--- src/rtl/mfp_showahead_fifo.sv ---
// ---------------------------------------------------------------------------
// mfp_showahead_fifo -- show-ahead (first-word fall-through) FIFO.
//
// Storage is a simple dual-port RAM (mfp_dual_port_mem, defined below).
// The RAM's registered read port doubles as the head-of-queue output stage.
// head_valid marks when that stage holds a live entry. A read is launched
// whenever the RAM holds unread data and the head is empty or being popped.
// This gives back-to-back pops with no bubble.
//
// Parameters:
//   ADDR_WIDTH  log2 of depth (DEPTH = 2**ADDR_WIDTH)
//   DATA_WIDTH  entry width in bits
// Ports:
//   clk        clock, all state updates on the rising edge
//   rst        synchronous active-high reset
//   push       write request; refused while full
//   push_data  data to write
//   full       count == DEPTH
//   pop        consume head entry; ignored while empty
//   pop_data   head entry, valid when empty == 0 (0 while empty)
//   empty      no head entry presented
//   count      accepted entries not yet popped (includes the head)
//   overflow   one-cycle pulse: push refused because full
//   underflow  one-cycle pulse: pop while empty
// ---------------------------------------------------------------------------

// Simple dual-port RAM: synchronous write, registered read (1-cycle latency).
// The read-data register holds its value when no read is requested.
module mfp_dual_port_mem #(
    parameter int unsigned ADDR_WIDTH = 6,
    parameter int unsigned DATA_WIDTH = 8
) (
    input  logic                  i_clk,
    input  logic                  i_wr_en,
    input  logic [ADDR_WIDTH-1:0] i_wr_addr,
    input  logic [DATA_WIDTH-1:0] i_wr_data,
    input  logic                  i_rd_en,
    input  logic [ADDR_WIDTH-1:0] i_rd_addr,
    output logic [DATA_WIDTH-1:0] o_rd_data
);
    logic [DATA_WIDTH-1:0] r_mem [0:(1<<ADDR_WIDTH)-1];
    logic [DATA_WIDTH-1:0] r_rd_data;

    always_ff @(posedge i_clk) begin
        if (i_wr_en) r_mem[i_wr_addr] <= i_wr_data;
        if (i_rd_en) r_rd_data <= r_mem[i_rd_addr];
    end

    assign o_rd_data = r_rd_data;
endmodule

module mfp_showahead_fifo #(
    parameter int unsigned ADDR_WIDTH = 6,
    parameter int unsigned DATA_WIDTH = 8
) (
    input  logic                  clk,
    input  logic                  rst,
    input  logic                  push,
    input  logic [DATA_WIDTH-1:0] push_data,
    output logic                  full,
    input  logic                  pop,
    output logic [DATA_WIDTH-1:0] pop_data,
    output logic                  empty,
    output logic [ADDR_WIDTH:0]   count,
    output logic                  overflow,
    output logic                  underflow
);
    localparam logic [ADDR_WIDTH:0] LP_DEPTH = {1'b1, {ADDR_WIDTH{1'b0}}};

    logic [ADDR_WIDTH-1:0] r_wr_ptr;
    logic [ADDR_WIDTH-1:0] r_rd_ptr;
    logic [ADDR_WIDTH:0]   r_mem_count;
    logic [ADDR_WIDTH:0]   r_count;
    logic                  r_head_valid;
    logic                  r_overflow;
    logic                  r_underflow;

    logic                  w_full;
    logic                  w_push_ok;
    logic                  w_pop_ok;
    logic                  w_rd_en;
    logic [DATA_WIDTH-1:0] w_rd_data;
    logic [ADDR_WIDTH:0]   w_mem_count_nxt;
    logic [ADDR_WIDTH:0]   w_count_nxt;

    assign w_full    = (r_count == LP_DEPTH);
    assign w_push_ok = push && !w_full;
    assign w_pop_ok  = pop && r_head_valid;

    // r_mem_count only covers entries written on earlier edges, so a read
    // never targets the slot being written this cycle.
    assign w_rd_en = (r_mem_count != '0) && (!r_head_valid || w_pop_ok);

    always_comb begin
        w_mem_count_nxt = r_mem_count;
        if (w_push_ok && !w_rd_en)
            w_mem_count_nxt = r_mem_count + (ADDR_WIDTH+1)'(1);
        else if (!w_push_ok && w_rd_en)
            w_mem_count_nxt = r_mem_count - (ADDR_WIDTH+1)'(1);

        w_count_nxt = r_count;
        if (w_push_ok && !w_pop_ok)
            w_count_nxt = r_count + (ADDR_WIDTH+1)'(1);
        else if (!w_push_ok && w_pop_ok)
            w_count_nxt = r_count - (ADDR_WIDTH+1)'(1);
    end

    always_ff @(posedge clk) begin
        if (rst) begin
            r_wr_ptr     <= '0;
            r_rd_ptr     <= '0;
            r_mem_count  <= '0;
            r_count      <= '0;
            r_head_valid <= 1'b0;
            r_overflow   <= 1'b0;
            r_underflow  <= 1'b0;
        end else begin
            if (w_push_ok) r_wr_ptr <= r_wr_ptr + ADDR_WIDTH'(1);
            if (w_rd_en)   r_rd_ptr <= r_rd_ptr + ADDR_WIDTH'(1);
            r_mem_count <= w_mem_count_nxt;
            r_count     <= w_count_nxt;
            // A read lands in the output stage at this edge; otherwise a pop
            // with nothing to refill leaves the stage empty.
            if (w_rd_en)
                r_head_valid <= 1'b1;
            else if (w_pop_ok)
                r_head_valid <= 1'b0;
            r_overflow  <= push && w_full;
            r_underflow <= pop && !r_head_valid;
        end
    end

    mfp_dual_port_mem #(
        .ADDR_WIDTH (ADDR_WIDTH),
        .DATA_WIDTH (DATA_WIDTH)
    ) u_mem (
        .i_clk     (clk),
        .i_wr_en   (w_push_ok && !rst),
        .i_wr_addr (r_wr_ptr),
        .i_wr_data (push_data),
        .i_rd_en   (w_rd_en && !rst),
        .i_rd_addr (r_rd_ptr),
        .o_rd_data (w_rd_data)
    );

    // The RAM read register is not reset; masking with head_valid gives a
    // zero head while empty (including straight out of reset).
    assign pop_data  = r_head_valid ? w_rd_data : '0;
    assign empty     = !r_head_valid;
    assign full      = w_full;
    assign count     = r_count;
    assign overflow  = r_overflow;
    assign underflow = r_underflow;
endmodule

--- config.mk ---
export PLATFORM = sky130hd
export DESIGN_NAME = mfp_showahead_fifo
export DESIGN_NICKNAME = d
export VERILOG_FILES = /design/src/rtl/mfp_showahead_fifo.sv
export SDC_FILE = /design/constraint.sdc
export NUM_CORES = 1
export LEC_CHECK = 0
export ABC_AREA = 1
export ABC_CLOCK_PERIOD_IN_PS = 7100
export BUFFER_PORTS_ARGS = -buffer_cell sky130_fd_sc_hd__buf_2
export CORE_UTILIZATION = 55
export CTS_CLUSTER_SIZE = 25
export DETAILED_ROUTE_END_ITERATION = 16
export HOLD_SLACK_MARGIN = 0.15
export PLACE_DENSITY = 0.71
export SETUP_SLACK_MARGIN = 0.15
export SLEW_MARGIN = 20
export SYNTH_ARGS = -nofsm -noshare
export SYNTH_HDL_FRONTEND = slang
export SYNTH_SLANG_ARGS = --single-unit
export TNS_END_PERCENT = 5
--- constraint.sdc ---
create_clock -name clk -period 7.1 [get_ports clk]
set_input_delay 1.775 -clock clk [delete_from_list [all_inputs] [get_ports clk]]
set_output_delay 1.775 -clock clk [all_outputs]
set_load 0.1 [all_outputs]
==> out/results.env, run 1 <==
OUTCOME='finished, final reports clean'
WIRE_LENGTH_OF_THE_FIRST_GLOBAL_ROUTING_PASS_UM=87800
POWER_SWITCHING_SHARE=0.324
ROOT_BUFFER='clkbuf_16'
BUFFER_PORTS.INSERTED=30
LAYOUT.CELLS.MOST_COMMON_LIST='748 x nand2_1, 520 x edfxtp_1, 294 x nand3_1'
SYNTHESIS.AREA_PER_INSTANCE_UM2=10.5
POSTLAYOUTSETUPSLACKWORST_NS=3.26
WORSTPATHCELLLIST='buf_2 -> clkinv_1 -> nand4_1 -> nor2_1'
TIMING.CRITICAL_PATH.SLOWEST_CELL_DELAY_NS=0.90
FINAL_COMMON_CELL='nand2_1'
DIE-AREA_MM2=0.0439
DETAIL_ROUTE.VIAS_PER_CELL=5.70
INSTANCE_COUNT_OF_THE_MAPPED_NETLIST=2252
REQUIRED_NS=7.31
RSZ0062_AT_GRT='false'
DPL-INSTANCE-AREA_MM2=0.0240
HOLD_VIOLATIONS=0
LAYOUT_MIN_CYCLE_TIME_NS=3.84
CORE_REGION_AREA_MM2=0.0422
YS_SEQ_ELEMENTS=549
WORSTSETUPENDPOINTTYPE='flop'
FIN_CRIT_SH=0.541
GR-USAGE-ALL-LAYERS=0.267
TIGHTESTPINTRANSITION_NS=1.36
CP.BUFFERS_INVERTERS=2
WORSTPATHARRIVAL_NS=4.05
FINALNETCOUNT=2269
FINALWIRELENGTH_UM=57600
INTERNAL_POWER_mW=6.09
VIAS=16100
NUMBER_OF_SLEW_LIMIT_VIOLATIONS_IN_THE_FINAL_REPORT=0
YS_TYPES=33
NET-SWITCHING-POWER_mW=2.92
CTS_TREE='yes'
NUMBER_OF_GLOBAL_ROUTE_VIAS_BEFORE_REPAIR=15600
CRITPATHLAUNCHTYPE='input pin'
CLOCK_POWER_SHARE=0.335
SEQ_PWR_SHARE=0.419
NUMBER_OF_CLOCK_BUFFERS_INSERTED_BY_TRITONCTS=51
DRT_ITER0_DRC=1873
GRT_REMAINING_OVERFLOW=0
CLOCK_SINKS=549
POST_CTS_RESIZED=0
DRC_ERRORS=0
ANTENNA_VIOL_NETS_FINAL=0
CTSLONGESTPATHBUFFERS=3
GP_CONGESTION=0.865
ROUTED_WIRE_LENGTH_PER_INSTANCE_UM=20.4
CTS_HOLD_BUFFERS=0
SYNTH_SEQUENTIAL_AREA_RATIO=0.684
SETUP-VIOLATIONS-FINAL=0
DIE_HEIGHT_UM=209
LARGEST_NET_DEGREE_AT_THE_START_OF_GLOBAL_ROUTING=230
ROW_COUNT=75
MAX-VDD-IR-DROP_uV=450
CHIPWIDTH_UM=209
FMAXACHIEVABLE_MHz=261
SYN-NUM-NETS=2282
CRITICAL-PATH-SLOWEST-CELL='nor2_1'
DRIVE_ABOVE_1_SHARE=0.0606
HP-CLASS='flop to flop'
CTS_MAX_LEVEL=2
TYPE_OF_THE_WORST_SETUP_PATH='input pin to flop'
TIMING.MAX_SLEW.REL_SLACK=0.0904
GRT_ANTENNA_BEFORE_REPAIR=0
TIMING.MAX_CAP.VIOLATIONS=0
POSTCTSSETUPBUFFERS=0
AREA_GROWTH_SYN_TO_LAYOUT_PCT=9.24
COMBPWRFRAC=0.246
CRITPATHMAXFANOUT=19
POST_SYNTH_INSTANCE_AREA_MM2=0.0237
TNS_NS=0
ANTENNA_CELLS=0
FINALCLOCKSKEW_NS=0.0246
DP.FINAL_HPWL_UM=33100
CRITICAL_PATH.TOP_DELAY_FAMILY='simple AND/OR/NAND/NOR gates'
INITIAL_CORE_UTIL=0.561
DESIGN_AREA_MM2=0.0259
PLACE_WS_NS=2.68
TOP_LEVEL_PORTS=31
DRTPASS1ITERATIONS=5
LEAKAGE_nW=10.2
YOSYSWARNINGCOUNT=0
POWER.DENSITY_CELL_AREA_mW_PER_MM2=349
CLOCK_INSERTION_DELAY_WORST_SKEW_NS=0.59
CTS.CLK_SLEW.WORST_PATHS_NS=0.06
-- worst register-to-register path, delay by kind of cell (launching register included) --
| kind | cells | cell delay (ns) |
|---|---|---|
| AOI/OAI and AO/OA | 1 | 0.30 |
| buffers and inverters | 2 | 1.45 |
| DFF | 1 | 0.93 |
| and+or+nand+nor | 5 | 0.66 |
-- final timing paths --
| path | from | end | slack, ns | cells past startpoint |
|---|---|---|---|---|
| hold reg to reg | r_mem_count[6]$_SDFFE_PP0P_ | r_mem_count[6]$_SDFFE_PP0P_ | 0.48 | 2 |
| setup / recovery | rst | u_mem.r_mem[13][0]$_DFFE_PP_ | 3.26 | 4 |
| setup reg to reg | r_rd_ptr[1]$_SDFFE_PP0P_ | u_mem.o_rd_data[6]$_DFFE_PP_ | 3.50 | 8 |
| hold / removal | r_mem_count[6]$_SDFFE_PP0P_ | r_mem_count[6]$_SDFFE_PP0P_ | 0.48 | 2 |
-- synthesized netlist by cell type (all sizes together) --
| cell type | count | area (µm²) |
|---|---|---|
| xor2 | 6 | 52.6 |
| clkbuf | 22 | 82.6 |
| a31oi | 1 | 6.26 |
| o21ai | 33 | 165 |
| a21oi | 58 | 290 |
| clkinv | 4 | 15.0 |
| nor2 | 172 | 658 |
| o211ai | 26 | 195 |
| nand2 | 749 | 2810 |
| xnor2 | 2 | 17.5 |
| or2 | 2 | 15.0 |
| ha | 16 | 200 |
| edfxtp | 520 | 15600 |
| nand3 | 294 | 1470 |
| a21o | 2 | 15.0 |
| dfxtp | 29 | 581 |
| nand3b | 1 | 7.51 |
| inv | 215 | 810 |
| fa | 2 | 40.0 |
| nand4 | 7 | 43.8 |
| nor3 | 2 | 10.0 |
| buf | 89 | 564 |
-- power by group through the flow --
stage | combinational (mW) | sequential (mW) | clock (mW)
after floorplan | 1.71 | 3.83 | 0
after global placement | 2.14 | 3.83 | 0
after detailed placement | 2.18 | 3.84 | 0
after CTS | 2.20 | 3.77 | 3.04
after global routing | 2.45 | 3.79 | 3.16
final | 2.22 | 3.77 | 3.02
-- area by class of cell --
cell class / instances / area [µm²]
fill: 3289 / 16400
timing repair buffer: 45 / 275
clock buffer: 61 / 1360
tap: 539 / 674
multi-input combinational: 1373 / 6000
clock inverter: 31 / 509
inverter: 219 / 828
sequential: 549 / 16200
-- logic make-up after synthesis --
kind of cell / synth area share
AND/OR/NAND/NOR: 0.212
flip-flops: 0.684
buffers and inverters: 0.0622
AO/OA/AOI/OAI: 0.0284
adder cells (fa/ha/maj): 0.0101
XOR/XNOR: 0.00296
-- per-layer routing --
layer,up-vias,share of wire,track usage
met5,-,0,0
met4,0,0.035,0.112
met3,124,0.088,0.0337
met2,789,0.47,0.427
met1,7673,0.41,0.373
li1,7475,-,-
-- sequential cells by signal (all words and copies together), names as in the netlist --
signal           cells
u_mem.r_mem        512
r_head_valid         1
u_mem.o_rd_data      8
r_wr_ptr             6
count                7
underflow            1
overflow             1
r_rd_ptr             6
r_mem_count          7
-- metrics by stage --
step                 util  hold slack (ns)  std cells  power (mW)
floorplan               -            0.457       2252        5.54
global placement    0.568            0.475       2725        5.98
finish              0.612            0.484       2817        9.02
detailed placement  0.568            0.476       2725        6.02
global route        0.612            0.521       2817        9.39
CTS                 0.612            0.484       2817        9.01
(Power assumes the default switching activity.)
==> run 2: changes to the inputs <==
ABC_CLOCK_PERIOD_IN_PS = 3700   (was 7100)
clock period = 3.7 ns   (was 7.1 ns; I/O delays follow)
==> run 2 against run 1 <==
Global-route usage grew 0.56 points. Combinational power grew 100%. Utilization grew 0.61 points. Routed wire length grew 1.5%. Register-to-register slack lost 3.1 ns. Hold slack lost 0.00097 ns. Clock power grew 65%. Sequential share of layout area shrank 0.62 points. Die area is the same. Flip-flop and latch count is the same.
==> out/results.env, run 2 (same netlist as run 1, synthesis figures left out) <==
POWER.DENSITY_CELL_AREA_mW_PER_MM2=635  # was 349 mW/mm²
GRT_REMAINING_OVERFLOW=0  # unchanged
CLOCK_POWER_SHARE=0.300  # was 0.335
LARGEST_NET_DEGREE_AT_THE_START_OF_GLOBAL_ROUTING=196  # was 230
REQUIRED_NS=3.93  # was 7.31 ns
CTS.CLK_SLEW.WORST_PATHS_NS=0.06  # about the same
GRT_ANTENNA_BEFORE_REPAIR=1  # was 0
LAYOUT.CELLS.MOST_COMMON_LIST='748 x nand2_1, 520 x edfxtp_1, 294 x nand3_1'  # unchanged
POWER_SWITCHING_SHARE=0.342  # was 0.324
DETAIL_ROUTE.VIAS_PER_CELL=5.67  # was 5.70
NUMBER_OF_GLOBAL_ROUTE_VIAS_BEFORE_REPAIR=15700  # was 15600
WIRE_LENGTH_OF_THE_FIRST_GLOBAL_ROUTING_PASS_UM=89900  # was 87800 µm
CTS_TREE='yes'  # unchanged
DIE_HEIGHT_UM=209  # unchanged
HOLD_VIOLATIONS=0  # unchanged
LEAKAGE_nW=10.4  # was 10.2 nW
VIAS=16300  # was 16100
TNS_NS=0  # unchanged
CORE_REGION_AREA_MM2=0.0422  # unchanged
DRIVE_ABOVE_1_SHARE=0.0810  # was 0.0606
OUTCOME='finished, final reports clean'  # unchanged
INTERNAL_POWER_mW=10.9  # was 6.09 mW
GR-USAGE-ALL-LAYERS=0.273  # was 0.267
DIE-AREA_MM2=0.0439  # unchanged
TIMING.MAX_SLEW.REL_SLACK=0.208  # was 0.0904
DRC_ERRORS=0  # unchanged
SETUP-VIOLATIONS-FINAL=0  # unchanged
CTS_HOLD_BUFFERS=0  # unchanged
CRITPATHLAUNCHTYPE='flop'  # was input pin
POST_CTS_RESIZED=0  # unchanged
BUFFER_PORTS.INSERTED=30  # unchanged
PLACE_INST=2788  # was 2725
INITIAL_CORE_UTIL=0.561  # unchanged
ROOT_BUFFER='clkbuf_16'  # unchanged
NET-SWITCHING-POWER_mW=5.68  # was 2.92 mW
TYPE_OF_THE_WORST_SETUP_PATH='flop to flop'  # was input pin to flop
FINAL_COMMON_CELL='nand2_1'  # unchanged
FMAXACHIEVABLE_MHz=306
WORSTPATHCELLLIST='inv_1 -> nand3_1 -> or2_4 -> nand2_2 -> nor2_4 -> nand4_1 -> nor2_1'  # was buf_2 -> clkinv_1 -> nand4_1 -> nor2_1
CLOCK_SINKS=549  # unchanged
INSTANCES_NO_FILL=2885  # was 2817
LARGEST_REGISTER_FFS=512  # unchanged
CRITPATHMAXFANOUT=9  # was 19
AREA_GROWTH_SYN_TO_LAYOUT_PCT=10.3  # was 9.24%
ROW_COUNT=75  # unchanged
FIN_CRIT_SH=0.885
FINALNETCOUNT=2334  # was 2269
NUMBER_OF_CLOCK_BUFFERS_INSERTED_BY_TRITONCTS=53  # was 51
POSTCTSSETUPBUFFERS=0  # unchanged
FINALWIRELENGTH_UM=58400  # was 57600 µm
MAX-VDD-IR-DROP_uV=659  # was 450 µV
CLOCK_INSERTION_DELAY_WORST_SKEW_NS=0.60  # was 0.59 ns
DP.FINAL_HPWL_UM=35100  # was 33100 µm
PLACE_WS_NS=0.148  # was 2.68 ns
DRT_ITER0_DRC=1834  # was 1873
COMBPWRFRAC=0.272  # was 0.246
HP-CLASS='flop to flop'  # unchanged
FINAL_CORE_UTIL=0.618  # was 0.612
ROUTED_WIRE_LENGTH_PER_INSTANCE_UM=20.2  # was 20.4 µm
ANTENNA_CELLS=0  # unchanged
LARGEST-REGISTER='u_mem.r_mem'  # unchanged
CHIPWIDTH_UM=209  # unchanged
TOP_LEVEL_PORTS=31  # unchanged
CTS_MAX_LEVEL=2  # unchanged
LAYOUT_MIN_CYCLE_TIME_NS=3.27
POSTLAYOUTSETUPSLACKWORST_NS=0.427  # was 3.26 ns
FINALCLOCKSKEW_NS=0.0206  # was 0.0246 ns
NUMBER_OF_SLEW_LIMIT_VIOLATIONS_IN_THE_FINAL_REPORT=0  # unchanged
TIMING.MAX_CAP.VIOLATIONS=0  # unchanged
GP_CONGESTION=0.908  # was 0.865
TIMING.CRITICAL_PATH.SLOWEST_CELL_DELAY_NS=0.96  # was 0.90 ns
SEQ_PWR_SHARE=0.427  # was 0.419
CTSLONGESTPATHBUFFERS=3  # unchanged
WORSTPATHARRIVAL_NS=3.50  # was 4.05 ns
REPORT.POWER.TOTAL_mW=16.6  # was 9.02 mW
DRTPASS1ITERATIONS=6  # was 5
CRITICAL-PATH-SLOWEST-CELL='nor2_1'  # unchanged
ANTENNA_VIOL_NETS_FINAL=0  # unchanged
TIGHTESTPINTRANSITION_NS=1.18  # was 1.36 ns
RSZ0062_AT_GRT='false'  # unchanged
WORSTSETUPENDPOINTTYPE='flop'  # unchanged
run 2: changes by cell type in the layout (fill, tap and decap cells not counted), sizes merged:
cell,previous run,this run
buf,45,108
bufinv,14,1
clkbuf,61,72
clkinv,17,25
clkinvlp,3,1
inv,216,217
run 2: metrics by stage:
stage          cell area, µm²  hold WS (ns)
6_report                26100         0.483
5_1_grt                 26100         0.514
4_1_cts                 26100         0.488
3_5_place_dp            24500         0.480
3_3_place_gp            24500         0.475
2_1_floorplan           23700         0.457
run 2: cell type report:
class | count | area (µm²)
clock buffer | 72 | 1420
timing repair buffer | 108 | 836
multi-input combinational | 1373 | 6000
inverter | 219 | 828
tap | 539 | 674
sequential | 549 | 16200
clock inverter | 25 | 154
fill | 3358 | 16100
run 2: worst paths after layout:
kind / startpoint / end / slack (ns) / cells after the start
max: count[3]$_SDFFE_PP0P_ / u_mem.r_mem[34][4]$_DFFE_PP_ / 0.43 / 7
min: r_mem_count[6]$_SDFFE_PP0P_ / r_mem_count[6]$_SDFFE_PP0P_ / 0.48 / 2
max reg2reg: count[3]$_SDFFE_PP0P_ / u_mem.r_mem[34][4]$_DFFE_PP_ / 0.43 / 7
min reg2reg: r_mem_count[6]$_SDFFE_PP0P_ / r_mem_count[6]$_SDFFE_PP0P_ / 0.48 / 2
run 2: power groups by stage:
stage          registers (mW)  clock network (mW)  logic [mW]
6_report                 7.08                4.98        4.52
5_1_grt                  7.09                5.26        5.02
4_1_cts                  7.08                5.04        4.49
3_5_place_dp             7.21                   0        4.45
3_3_place_gp             7.20                   0        4.39
2_1_floorplan            7.36                   0        3.28
run 2: worst max-delay path: cells and delay by family (launching register included):
family                 cells  cell delay (ns)
and+or+nand+nor            6             2.40
buffers and inverters      1             0.07
DFF                        1             0.42
run 2: layer usage:
metal,routed length [µm],track usage,part of all wire
met2,27200,0.426,0.47
met4,1990,0.108,0.034
met5,13,0,0.00022
met3,5530,0.0533,0.095
met1,23600,0.379,0.40
